`config.mk`:
```
export PLATFORM = sky130hd
export DESIGN_NAME = conv_out_framer
export DESIGN_NICKNAME = d
export VERILOG_FILES = /design/src/rtl/conv_out_framer.sv
export SDC_FILE = /design/constraint.sdc
export NUM_CORES = 1
export LEC_CHECK = 0
export ABC_AREA = 1
export CORE_ASPECT_RATIO = 1.2
export CORE_MARGIN = 2
export CORE_UTILIZATION = 50
export DETAILED_ROUTE_END_ITERATION = 8
export PLACE_DENSITY = 0.79
export SETUP_SLACK_MARGIN = 0.4
export SKIP_CTS_REPAIR_TIMING = 1
export SLEW_MARGIN = 20
export SYNTH_ARGS = -nofsm -noshare
export SYNTH_HDL_FRONTEND = slang
export SYNTH_SLANG_ARGS = --single-unit
```
`constraint.sdc`:
```
create_clock -name clk -period 2.1 [get_ports clk]
set_input_delay 0.42 -clock clk [delete_from_list [all_inputs] [get_ports clk]]
set_output_delay 0.42 -clock clk [all_outputs]
set_load 0.005 [all_outputs]
```
`src/rtl/conv_out_framer.sv`:
```
// Frames a flat stream of LANES-byte channel-group beats into pixel rows and frames,
// padding partial channel groups. Optional stall/starve counters: CONV_OUT_FRAMER_STATS_EN.
module conv_out_framer #(
  parameter int LANES  = 8,
  parameter int DATA_W = LANES * 8,
  parameter int DIM_W  = 16
) (
  input  logic              clk,
  input  logic              rst,
  input  logic              start,
  input  logic [DIM_W-1:0]  in_channel,
  input  logic [DIM_W-1:0]  matrix_col,
  input  logic [DIM_W-1:0]  matrix_row,
  input  logic              s_valid,
  output logic              s_ready,
  input  logic [DATA_W-1:0] s_data,
  output logic              m_valid,
  input  logic              m_ready,
  output logic [DATA_W-1:0] m_data,
  output logic [LANES-1:0]  m_keep,
  output logic              m_last_row,
  output logic              m_last,
  output logic              busy,
  output logic              done
`ifdef CONV_OUT_FRAMER_STATS_EN
  ,
  output logic [31:0]       stall_cnt,
  output logic [31:0]       starve_cnt
`endif
);

  localparam int LOG2 = $clog2(LANES);

  // state | meaning
  // IDLE  | waiting for start; geometry inputs sampled here
  // RUN   | accepting input beats
  // DRAIN | final beat buffered, waiting for its output handshake
  typedef enum logic [1:0] {
    IDLE  = 2'd0,
    RUN   = 2'd1,
    DRAIN = 2'd2
  } state_t;

  state_t state_q, state_d;

  logic [DIM_W-1:0] grp_last_q, col_last_q, row_last_q;
  logic [LOG2-1:0]  rem_q;
  logic [DIM_W-1:0] grp_q, grp_d;
  logic [DIM_W-1:0] col_q, col_d;
  logic [DIM_W-1:0] row_q, row_d;

  logic              m_valid_q;
  logic [DATA_W-1:0] m_data_q;
  logic [LANES-1:0]  m_keep_q;
  logic              m_last_row_q;
  logic              m_last_q;
  logic              done_q, done_d;

  logic              geom_ok;
  logic [DIM_W:0]    ch_round;
  logic [DIM_W-1:0]  groups_in;
  logic              accept_start;
  logic              in_hs;
  logic              out_hs;
  logic              last_grp, last_col, last_rowi;
  logic              pad_beat;
  logic [LANES-1:0]  keep_d;
  logic [DATA_W-1:0] data_d;

  // One extra bit so the round-up cannot wrap at maximum in_channel.
  always_comb begin
    geom_ok   = (in_channel != '0) && (matrix_col != '0) && (matrix_row != '0);
    ch_round  = {1'b0, in_channel} + (DIM_W+1)'(LANES - 1);
    groups_in = DIM_W'(ch_round >> LOG2);
  end

  assign s_ready = (state_q == RUN) && (!m_valid_q || m_ready);
  assign in_hs   = s_valid && s_ready;
  assign out_hs  = m_valid_q && m_ready;

  assign last_grp  = (grp_q == grp_last_q);
  assign last_col  = (col_q == col_last_q);
  assign last_rowi = (row_q == row_last_q);

  always_comb begin
    state_d      = state_q;
    accept_start = 1'b0;
    done_d       = 1'b0;
    case (state_q)
      IDLE: begin
        if (start) begin
          if (geom_ok) begin
            state_d      = RUN;
            accept_start = 1'b1;
          end else begin
            done_d = 1'b1;
          end
        end
      end
      RUN: begin
        if (in_hs && last_grp && last_col && last_rowi) begin
          state_d = DRAIN;
        end
      end
      DRAIN: begin
        if (out_hs) begin
          state_d = IDLE;
          done_d  = 1'b1;
        end
      end
      default: state_d = IDLE;
    endcase
  end

  always_ff @(posedge clk) begin
    if (rst) begin
      state_q <= IDLE;
      done_q  <= 1'b0;
    end else begin
      state_q <= state_d;
      done_q  <= done_d;
    end
  end

  always_ff @(posedge clk) begin
    if (rst) begin
      grp_last_q <= '0;
      col_last_q <= '0;
      row_last_q <= '0;
      rem_q      <= '0;
    end else if (accept_start) begin
      grp_last_q <= groups_in - 1'b1;
      col_last_q <= matrix_col - 1'b1;
      row_last_q <= matrix_row - 1'b1;
      rem_q      <= in_channel[LOG2-1:0];
    end
  end

  always_comb begin
    grp_d = grp_q;
    col_d = col_q;
    row_d = row_q;
    if (accept_start) begin
      grp_d = '0;
      col_d = '0;
      row_d = '0;
    end else if (in_hs) begin
      if (last_grp) begin
        grp_d = '0;
        if (last_col) begin
          col_d = '0;
          row_d = last_rowi ? '0 : row_q + 1'b1;
        end else begin
          col_d = col_q + 1'b1;
        end
      end else begin
        grp_d = grp_q + 1'b1;
      end
    end
  end

  always_ff @(posedge clk) begin
    if (rst) begin
      grp_q <= '0;
      col_q <= '0;
      row_q <= '0;
    end else begin
      grp_q <= grp_d;
      col_q <= col_d;
      row_q <= row_d;
    end
  end

  // Partial last group: only the low rem bytes are real channels.
  always_comb begin
    pad_beat = last_grp && (rem_q != '0);
    keep_d   = '0;
    data_d   = '0;
    for (int i = 0; i < LANES; i++) begin
      keep_d[i] = !pad_beat || (LOG2'(i) < rem_q);
      data_d[i*8 +: 8] = keep_d[i] ? s_data[i*8 +: 8] : 8'h00;
    end
  end

  always_ff @(posedge clk) begin
    if (rst) begin
      m_valid_q    <= 1'b0;
      m_data_q     <= '0;
      m_keep_q     <= '0;
      m_last_row_q <= 1'b0;
      m_last_q     <= 1'b0;
    end else if (in_hs) begin
      m_valid_q    <= 1'b1;
      m_data_q     <= data_d;
      m_keep_q     <= keep_d;
      m_last_row_q <= last_grp && last_col;
      m_last_q     <= last_grp && last_col && last_rowi;
    end else if (m_ready) begin
      m_valid_q <= 1'b0;
    end
  end

  assign m_valid    = m_valid_q;
  assign m_data     = m_data_q;
  assign m_keep     = m_keep_q;
  assign m_last_row = m_last_row_q;
  assign m_last     = m_last_q;
  assign busy       = (state_q != IDLE);
  assign done       = done_q;

`ifdef CONV_OUT_FRAMER_STATS_EN
  logic [31:0] stall_cnt_q, starve_cnt_q;
  logic        stats_clr;

  assign stats_clr = (state_q == IDLE) && start;

  always_ff @(posedge clk) begin
    if (rst || stats_clr) begin
      stall_cnt_q  <= '0;
      starve_cnt_q <= '0;
    end else begin
      if (busy && m_valid_q && !m_ready && (stall_cnt_q != '1)) begin
        stall_cnt_q <= stall_cnt_q + 1'b1;
      end
      if ((state_q == RUN) && s_ready && !s_valid && (starve_cnt_q != '1)) begin
        starve_cnt_q <= starve_cnt_q + 1'b1;
      end
    end
  end

  assign stall_cnt  = stall_cnt_q;
  assign starve_cnt = starve_cnt_q;
`endif

endmodule

```
== Word level (Yosys, flattened, before mapping) ==
Cells that the tools add are included.

* Flip-flop bits (word level): 177
* Output and inout port bits: 78

* Reduce and logical (&&, ||, !) cells: 33
* $lt $le $gt $ge: 8
* Add/sub/neg operators: 7
* Multiplexer cells: 25
* Eq/ne operators: 9

{| class="wikitable"
|+ Operator list
! cell !! count
|-
| 2-to-1 mux 8 bit || 8
|-
| adder 16 x 1 -> 16 bit (second input constant) || 3
|-
| equality test 16 bit || 3
|-
| 2-to-1 mux 16 bit || 3
|-
| nonzero test 16 bit || 3
|-
| subtractor 16 x 1 -> 16 bit (second input constant) || 2
|-
| adder 16 x 3 -> 17 bit (second input constant) || 1
|-
| subtractor 14 x 1 -> 15 bit (second input constant) || 1
|-
| < comparator 3 bit (first input constant) || 4
|-
| logical AND 1 bit || 11
|-
| logical OR 1 bit || 9
|-
| 2-to-1 mux 1 bit || 8
|-
| 2-to-1 mux 2 bit || 4
|-
| < comparator 1 x 3 -> 1 bit (first input constant) || 2
|-
| < comparator 2 x 3 -> 1 bit (first input constant) || 2
|-
| inequality test 2 bit (second input constant) || 3
|-
| case mux 2 bit (3 select lines) || 1
|-
| AND reduction 4 bit || 1
|-
| nonzero test 2 bit || 2
|-
| AND reduction 3 bit || 1
|-
| nonzero test 3 bit || 1
|-
| equality test 2 x 1 -> 1 bit (second input constant) || 1
|-
| equality test 2 bit (second input constant) || 1
|-
| zero test 1 bit || 2
|-
| other kinds (5) || 5
|}

== Depth between registers and ports, before layout ==
Gate-level depths: netlist of run 1.

* Depth in word-level cells: 9
* Depth in mapped cells: 15

== Worst setup path after synthesis of run 1 ==
OpenSTA, ideal clock, no wires.

* Path kind: input to register
* Start point: in in_channel[2]
* End point: reg grp_last_q[12]
* Data required time: 1986 ps
* Arrival time: 1806 ps
* Library setup time: 114 ps
* Stages on the path: 14
* Setup slack: 180 ps
* Buffers on the path: 1
* Cells stage by stage: nor2_1 nand2_1 buf_2 nand2_1 nand2_1 nand2_1 ha_1 inv_1 nor2_1 nand3_1 nor2_1 nand3_1 nand3_1 nand2_1

* Longest elaborated chain between the ends: 6

{| class="wikitable"
|+ Ends and longest elaborated chain
! what !! line !! text
|-
| from (decl) || 11 || <nowiki>input logic [DIM_W-1:0] in_channel,</nowiki>
|-
| branches (longest 6 deep; another with adder 16 x 3 -> 17 bit) || n/a ||
|-
| to (signal assigned) || 132 || <nowiki>grp_last_q <= groups_in - 1'b1;</nowiki>
|-
| to (decl) || 46 || <nowiki>logic [DIM_W-1:0] grp_last_q, col_last_q, row_last_q;</nowiki>
|}

Parallel ways; which one is timed is not known.
A chain may end at the register's enable or synchronous reset.

== Worst setup path in the final report of run 1 ==
* Start point: reg m_valid_q, in the netlist m_valid
* End point: reg row_q[0]

* Longest elaborated chain between the ends: 5

{| class="wikitable"
|+ Ends and longest elaborated chain
! what !! line !! text
|-
| from (decl) || 52 || <nowiki>logic m_valid_q;</nowiki>
|-
| from (signal assigned) || 187 || <nowiki>m_valid_q <= 1'b0;</nowiki>
|-
| from (signal assigned) || 193 || <nowiki>m_valid_q <= 1'b1;</nowiki>
|-
| from (signal assigned) || 199 || <nowiki>m_valid_q <= 1'b0;</nowiki>
|-
| zero test 1 bit || 77 || <nowiki>assign s_ready = (state_q == RUN) && (!m_valid_q || m_ready);</nowiki>
|-
| logical OR 1 bit || 77 ||
|-
| logical AND 1 bit || 77 ||
|-
| logical AND 1 bit || 78 || <nowiki>assign in_hs = s_valid && s_ready;</nowiki>
|-
| AND reduction 3 bit (no line) || n/a ||
|-
| to (signal assigned) || 170 || <nowiki>row_q <= row_d;</nowiki>
|-
| to (decl) || 50 || <nowiki>logic [DIM_W-1:0] row_q, row_d;</nowiki>
|}

Every way passes these cells.

==> impl_metrics.toml, run 1 <==
[status]
status = "finished clean"

[flow_run]
cap_violations = 0

[logic_synthesis]
ys_ff_latch = 176
synth-simple-area-share_pct = 34.0
synth_mux_area_share_pct = 0
synthAdderAreaFrac_pct = 1.11
synth_cell_types = 37
synth_area_leaders = "dfxtp_1, nand2_1, a21oi_1, nand3_1, xor2_1"
synthesis.area_mm2 = 0.00904
syn_nets = 1454
synth_compound_area_share_pct = 10.5
syn_inst = 1329
yosys.area.top_type_share_pct = 39.0
synth_warnings = 0
avgSynthCellArea_um2 = 6.80
yosysSeqAreaShare_pct = 39.0
synth_xor_area_share_pct = 8.63
yosys.area.top_type = "dfxtp_1"
synth_top_family_by_area = "simple AND/OR/NAND/NOR gates"

[power_and_ir_drop]
ir_worst_vdd_uv = 611
total_power_mw = 8.63
clkPwrFrac_pct = 38.7
p_int_mw = 6.27
p_seq_share_pct = 41.5
switching_share_pct = 27.3
leakage_nw = 5.77
pwr_density_cell_mw_per_mm2 = 627
power.switching_mw = 2.36
power_frac_comb_pct = 19.8

[sta]
finalSetupViolations = 0
holdWs_ns = 0.212
hold_viol = 0
min_period_over_period_pct = 91.4
period_needed_ns = 1.92
fin_skew_ns = 0.00757
slew_viol_final = 0
rsz0062_at_grt = "yes"
slew_headroom_pct = 68.4
timing.fmax_mhz = 521
tightest_slew_ns = 0.470

[clock_network]
clkSinkCount = 176
clock_latency_ns = 0.44
cts-root-buf = "clkbuf_16"
h-tree-depth = 4
clkSlewWorstSetupHoldPaths_ns = 0.07
cts_buffers = 17
cts.path.max_buffers = 2
cts_tree = "done"

[global_routing]
grt_max_degree = 75
overflow = 0
grtUsageTotal_pct = 26.8
grt_pass1_vias = 9117
antenna_found_initial = 0
grt_pass1_wl_mm = 41.8

[drt]
wirelength_mm = 29.0
vias = 10100
route.detailed.drc = 0
first_iter_violations = 665
first_pass_iters = 5
ant_nets = 0
routedWlPerCell_um = 15.3
via_per_inst = 5.33

[die]
die_y_um = 151
fp.dieW_um = 127
die-area_mm2 = 0.0192
rows = 53
core_mm2 = 0.0176
ios = 195
start_util_pct = 51.2

[critical_path]
r2r_slack_ns = 0.18
crit_required_ns = 2.44
start_kind = "flip-flop"
cpLargestDelayFamily = "simple AND/OR/NAND/NOR gates"
crit_chain = "inv_2 > nor2_2 > nor3_2 > buf_4 > nand2_4 > inv_2 > nand3_4 > buf_12 > nor2_4 > nand2_2 > nand2_2 > nor2_1"
crit_type = "flip-flop to flip-flop"
cp-end-kind = "flip-flop"
cp_slowest_stage_delay_ns = 0.34
crit_arrival_ns = 2.26
crit_buf_inv = 4
path_max_fanout = 5
slowest_stage = "dfxtp_2"

[min_path]
hp-class = "primary input to flip-flop"

[finish]
final_common_cell = "nand2_1"
layout_common_cells = "nand2_1, dfxtp_1, clkdlybuf4s50_1"
diodes = 0
fillCellCount = 1177
fin_nets = 1786
area_delta_synth_final_pct = 52.3
drive_gt1_share_pct = 21.3

[placement]
io_buffers = 194
gp_congestion = 0.921
place_hpwl_mm = 19.3
path summary, 6_finish.rpt:
| kind | start | to | cells past startpoint |
|---|---|---|---|
| setup reg to reg | m_valid | row_q[0] | 12 |
| hold / removal | matrix_row[0] | row_last_q[0] | 2 |
| hold reg to reg | grp_last_q[13] | grp_last_q[13] | 2 |
| setup / recovery | m_valid | row_q[0] | 12 |
cells in the mapped netlist (all sizes together):
master / instances
nand2: 396
dfxtp: 176
nor2: 136
a21oi: 128
nand3: 118
inv: 106
xor2: 56
o21ai: 38
xnor2: 33
nor3: 30
buf: 26
nand4: 26
clkbuf: 22
o22ai: 10
ha: 8
nand3b: 5
a22o: 4
nor3b: 3
or2: 3
nor4: 2
clkinv: 1
o21a: 1
o21bai: 1
cell families (layout without fill, tap and decap cells):
kind of cell / Yosys count / count (layout)
compound gates: 182 / 182
buf+inv: 155 / 499
fa+ha+maj: 8 / 8
xor+xnor: 89 / 89
simple gates: 719 / 720
flops: 176 / 176
final cells by class:
class	count	area, um^2	share of cell area (%)
tap	220	275	2.00
multi-input combinational	999	5350	38.8
timing repair buffer	360	3550	25.8
clock buffer	18	439	3.19
inverter	107	410	2.98
sequential	176	3570	25.9
clock inverter	14	179	1.30
stage by stage:
stage | util, % | cell area, um^2 | TNS, ns | instances | setup WS, ns
global placement | 69.0 | 12200 | -21.02 | 1830 | -0.238
finish | 78.0 | 13800 | 0 | 1894 | 0.180
detailed placement | 69.0 | 12200 | -24.68 | 1830 | -0.257
CTS | 72.5 | 12800 | -0.245 | 1862 | -0.180
global route | 78.0 | 13800 | 0 | 1894 | 0.142
floorplan | - | 9080 | 0 | 1329 | 0.358
registers in the layout, summed over array words and instances, names as in the netlist, 2 cells and up:
signal,flops
m_data,64
col_last_q,16
col_q,16
grp_q,16
row_last_q,16
row_q,16
grp_last_q,15
m_keep,8
rem_q,3
state_q,2
routing by layer:
layer	share of wire [%]	vias up	GRT usage, %
met5	0	-	0
met4	3.7	0	12.9
met3	5.9	94	4.70
met2	52	405	48.8
met1	39	4634	30.5
li1	-	4969	-
power groups by stage:
stage | registers [mW] | clock network (mW) | logic (mW)
3_5_place_dp | 3.66 | 0 | 1.47
2_1_floorplan | 3.65 | 0 | 0.667
6_report | 3.58 | 3.34 | 1.71
4_1_cts | 3.58 | 3.34 | 1.48
5_1_grt | 3.60 | 3.50 | 1.84
3_3_place_gp | 3.65 | 0 | 1.44
Power figures use the tool's default switching activity.
==> run 2: changes to the inputs <==
--- a/config.mk
+++ b/config.mk
@@ -8,9 +8,9 @@
 export ABC_AREA = 1
 export CORE_ASPECT_RATIO = 1.2
 export CORE_MARGIN = 2
-export CORE_UTILIZATION = 50
+export CORE_UTILIZATION = 46
 export DETAILED_ROUTE_END_ITERATION = 8
-export PLACE_DENSITY = 0.79
+export PLACE_DENSITY = 0.76
 export SETUP_SLACK_MARGIN = 0.4
 export SKIP_CTS_REPAIR_TIMING = 1
 export SLEW_MARGIN = 20
==> constraint.sdc (replaced) <==
create_clock -name clk -period 1.55 [get_ports clk]
set_input_delay 0.31 -clock clk [delete_from_list [all_inputs] [get_ports clk]]
set_output_delay 0.31 -clock clk [all_outputs]
set_load 0.005 [all_outputs]
==> impl_metrics.toml, run 2 (same netlist as run 1, synthesis figures left out) <==
[status]
status = "complete, but fails checks"
violations = "negative setup slack"

[die]
core_mm2 = 0.0194
ios = 195
fp.dieW_um = 132
rows = 56
die-area_mm2 = 0.0208
die_y_um = 158
start_util_pct = 46.6

[power_and_ir_drop]
pwr_density_cell_mw_per_mm2 = 793
power.switching_mw = 3.79
power_frac_comb_pct = 23.2
switching_share_pct = 30.8
p_seq_share_pct = 40.0
ir_worst_vdd_uv = 693
clkPwrFrac_pct = 36.8
leakage_nw = 6.83
total_power_mw = 12.3
p_int_mw = 8.49

[drt]
route.detailed.drc = 0
wirelength_mm = 38.2
vias = 11600
first_pass_iters = 9
first_iter_violations = 1199
via_per_inst = 5.63
ant_nets = 0
routedWlPerCell_um = 18.5

[critical_path]
r2r_cells = 9
start_kind = "flip-flop"
crit_required_ns = 1.84
crit_type = "flip-flop to flip-flop"
path_max_fanout = 9
crit_arrival_ns = 2.27
r2r_end = "m_keep[1]"
cp-end-kind = "flip-flop"
timing.rr.start = "grp_last_q[1]"
crit_start = "grp_last_q[1]"
r2r_slack_ns = -0.43

[flow_run]
cap_violations = 0

[sta]
slew_viol_final = 0
min_period_over_period_pct = 128
tightest_slew_ns = 0.473
final.setup.worst_slack_ns = -0.428
finalSetupViolations = 176
fin_skew_ns = 0.0180
timing.fmax_mhz = 505
period_needed_ns = 1.98
holdWs_ns = 0.218
slew_headroom_pct = 68.4
hold_viol = 0
rsz0062_at_grt = "yes"

[clock_network]
cts_tree = "done"
clkSinkCount = 176
h-tree-depth = 4
clkSlewWorstSetupHoldPaths_ns = 0.08
cts-root-buf = "clkbuf_16"
cts_buffers = 17
clock_latency_ns = 0.45
cts.path.max_buffers = 2

[global_routing]
grt_pass1_vias = 9799
grt_pass1_wl_mm = 45.6
grt_max_degree = 75
antenna_found_initial = 0
overflow = 0
grtUsageTotal_pct = 26.7

[finish]
drive_gt1_share_pct = 41.0
area_delta_synth_final_pct = 71.4
utilization_pct = 79.8
final_common_cell = "nand2_1"
largest_reg_flops = 64
fin_nets = 1912
layout_common_cells = "nand2_1, buf_4, a21oi_1"
final_area_mm2 = 0.0155

[min_path]
hold_end = "row_last_q[0]"
holdCritStartpoint = "matrix_row[0]"
hold_depth = 3
hp-class = "primary input to flip-flop"

[placement]
place_hpwl_mm = 21.6
gp_congestion = 0.939
io_buffers = 194
post-place-ws_ns = -0.705
place_area_mm2 = 0.0133
[run 2: worst max path at each step]
stage | cells after the start | endpoint
5_1_grt | 9 | m_keep[1]
2_1_floorplan | 15 | grp_last_q[12]
6_report | 9 | m_keep[1]
4_1_cts | 4 | s_ready
3_5_place_dp | 10 | row_q[12]
3_3_place_gp | 10 | row_q[2]
[run 2: through the flow]
stage	std cells	setup TNS, ns
2_1_floorplan	1329	-0.291
3_3_place_gp	1957	-102.83
3_5_place_dp	1957	-103.63
4_1_cts	1989	-30.94
5_1_grt	2061	-41.28
6_report	2062	-33.83
[run 2: cell type report]
type / count / area, um^2
Multi-Input combinational cell: 999 / 5830
Timing Repair Buffer: 484 / 4540
Fill cell: 1136 / 3920
Timing Repair inverter: 2 / 31.3
Clock inverter: 15 / 190
Sequential cell: 176 / 3660
Antenna cell: 1 / 2.50
Inverter: 107 / 474
Tap cell: 261 / 327
Clock buffer: 17 / 425
[run 2: power groups by stage]
stage	combinational, mW	clock (mW)	sequential (mW)
2_1_floorplan	1.04	0	4.95
3_3_place_gp	2.18	0	4.95
3_5_place_dp	2.24	0	4.96
4_1_cts	2.25	4.46	4.85
5_1_grt	3.00	4.70	4.92
6_report	2.85	4.52	4.91
[run 2: critical path, cell delays in order, from the launching register on]
cell,delay [ns]
dfxtp_1,0.41
xor2_1,0.24
nor2_1,0.10
nand2_1,0.15
nor2_4,0.06
buf_6,0.13
nand4_1,0.09
buf_4,0.18
nand2_1,0.07
a21oi_1,0.39
[run 2: per-layer routing]
layer	share of wire [%]	wire, um	track usage [%]
met5	0	0	0
met2	50	19100	50.8
met3	7.6	2890	3.80
met1	35	13500	29.8
met4	7.0	2680	10.6
==> variant: new RTL, settings of run 2 <==
Re-encode `state_t` (3 states) as one-hot, 3 bits wide.
--- a/src/rtl/conv_out_framer.sv
+++ b/src/rtl/conv_out_framer.sv
@@ -35,10 +35,10 @@
   // IDLE  | waiting for start; geometry inputs sampled here
   // RUN   | accepting input beats
   // DRAIN | final beat buffered, waiting for its output handshake
-  typedef enum logic [1:0] {
-    IDLE  = 2'd0,
-    RUN   = 2'd1,
-    DRAIN = 2'd2
+  typedef enum logic [2:0] {
+    IDLE  = 3'b001,
+    RUN   = 3'b010,
+    DRAIN = 3'b100
   } state_t;
 
   state_t state_q, state_d;
Check against the original RTL: no difference found for any inputs over 4 cycles, from zero or initial values and one cycle with rst high; so few cycles prove little.
==> variant against run 2 <==
The run still ends with negative setup slack left; global-route usage grew 0.45 points; worst setup slack improved by 55 ps; power down 5.9%; routed wire length fell by 2.9%; combinational power is 13% lower; via count shrank 2.0%; final area rose by 2.1%; sequential cell count is 1 higher; count of clock-buffer cells in the layout up 2; synthesized area grew 1.1%; highest routed layer unchanged.
==> variant: results <==
[critical_path]
critical_path.reg2reg.startpoint = grp_last_q[13]
max_stage_delay_ps = 340
endpoint_arrival_time_on_the_critical_path_ps = 2300
rr_endpoint = row_q[2]

[power_and_ir_drop]
vdd_ir_drop_max_mv = 0.826
seq_power_uw = 4800
p_leak_uw = 0.00703
clock_power_share = 0.370

[routing]
routed-wl-met3_mm = 2.36
wl_met1_mm = 13.8
met2_length_mm = 19.0
route.vias.total = 11400
first_iter_violations = 934

[global_route]
met2_usage = 0.508
grt_pass1_vias = 9859
grt_max_degree = 67
use_met3 = 0.0427

[placed_design]
post-place-ws_ps = -761
place_area_um2 = 13600
routability_congestion_estimate = 0.896
post-place-cells = 1992

[synth]
synth_nets = 1485
netlist_top_cells_area = sky130_fd_sc_hd__dfxtp_1 39%, sky130_fd_sc_hd__nand2_1 16%, sky130_fd_sc_hd__nand3_1 6.9%, sky130_fd_sc_hd__nor2_1 6.5%, sky130_fd_sc_hd__xor2_1 6.5%
yosys-top-cells-count = 380 x sky130_fd_sc_hd__nand2_1, 177 x sky130_fd_sc_hd__dfxtp_1, 159 x sky130_fd_sc_hd__nor2_1
yosys.cell_types.count = 32
avgSynthCellArea_um2 = 6.72

[finish]
drive_gt1_frac = 0.419

[timing]
post-route-worst-setup-slack_ps = -373
tightestPinTransition_ps = 845
finalSetupViolCount = 155

[run_status]
status = finished with violations
violations = negative setup slack
variant: changes by cell type in the layout (fill, tap and decap cells not counted), moves of 12 or more:
cell / run 2 / this run
sky130_fd_sc_hd__inv_1: 81 / 100
sky130_fd_sc_hd__nand2_2: 44 / 31
sky130_fd_sc_hd__o21ai_2: 18 / 1
sky130_fd_sc_hd__a21oi_2: 16 / 41
sky130_fd_sc_hd__nand3_2: 23 / 63
sky130_fd_sc_hd__buf_6: 68 / 56
sky130_fd_sc_hd__o21ai_0: 4 / 36
sky130_fd_sc_hd__nand3_1: 92 / 55
sky130_fd_sc_hd__nor2_1: 88 / 115
sky130_fd_sc_hd__xor2_1: 54 / 66
sky130_fd_sc_hd__a21oi_1: 112 / 57
sky130_fd_sc_hd__xnor2_1: 32 / 18
sky130_fd_sc_hd__dfxtp_2: 106 / 94
sky130_fd_sc_hd__nand3_4: 3 / 20
variant: cell families after synthesis:
logic type | after synthesis | synth area share
adder cells (fa/ha/maj) | 8 | 0.0110
XOR/XNOR | 87 | 0.0834
AO/OA/AOI/OAI | 159 | 0.0897
AND/OR/NAND/NOR | 753 | 0.352
flip-flops | 177 | 0.388
buffers and inverters | 176 | 0.0755
variant: how the worst max path moves through the flow:
stage,start,endpoint,slack [ps],cells past startpoint
after detailed placement,in_channel[0],grp_last_q[11],-760,13
after global placement,in_channel[0],grp_last_q[11],-680,12
final,grp_last_q[13],row_q[2],-370,10
after floorplan,in_channel[1],grp_last_q[12],-110,13
after CTS,state_q[2],s_ready,-460,5
after global routing,grp_q[1],row_q[2],-430,10
variant: layout make-up:
cell class              instances  area share
repair inverters                2     0.00206
repair buffers                465       0.277
flip-flops and latches        177       0.232
multi-input cells            1015       0.396
clock inverters                12     0.00776
well taps                     261      0.0207
inverters                     129      0.0347
clock buffers                  19      0.0286
diodes                          1    0.000158
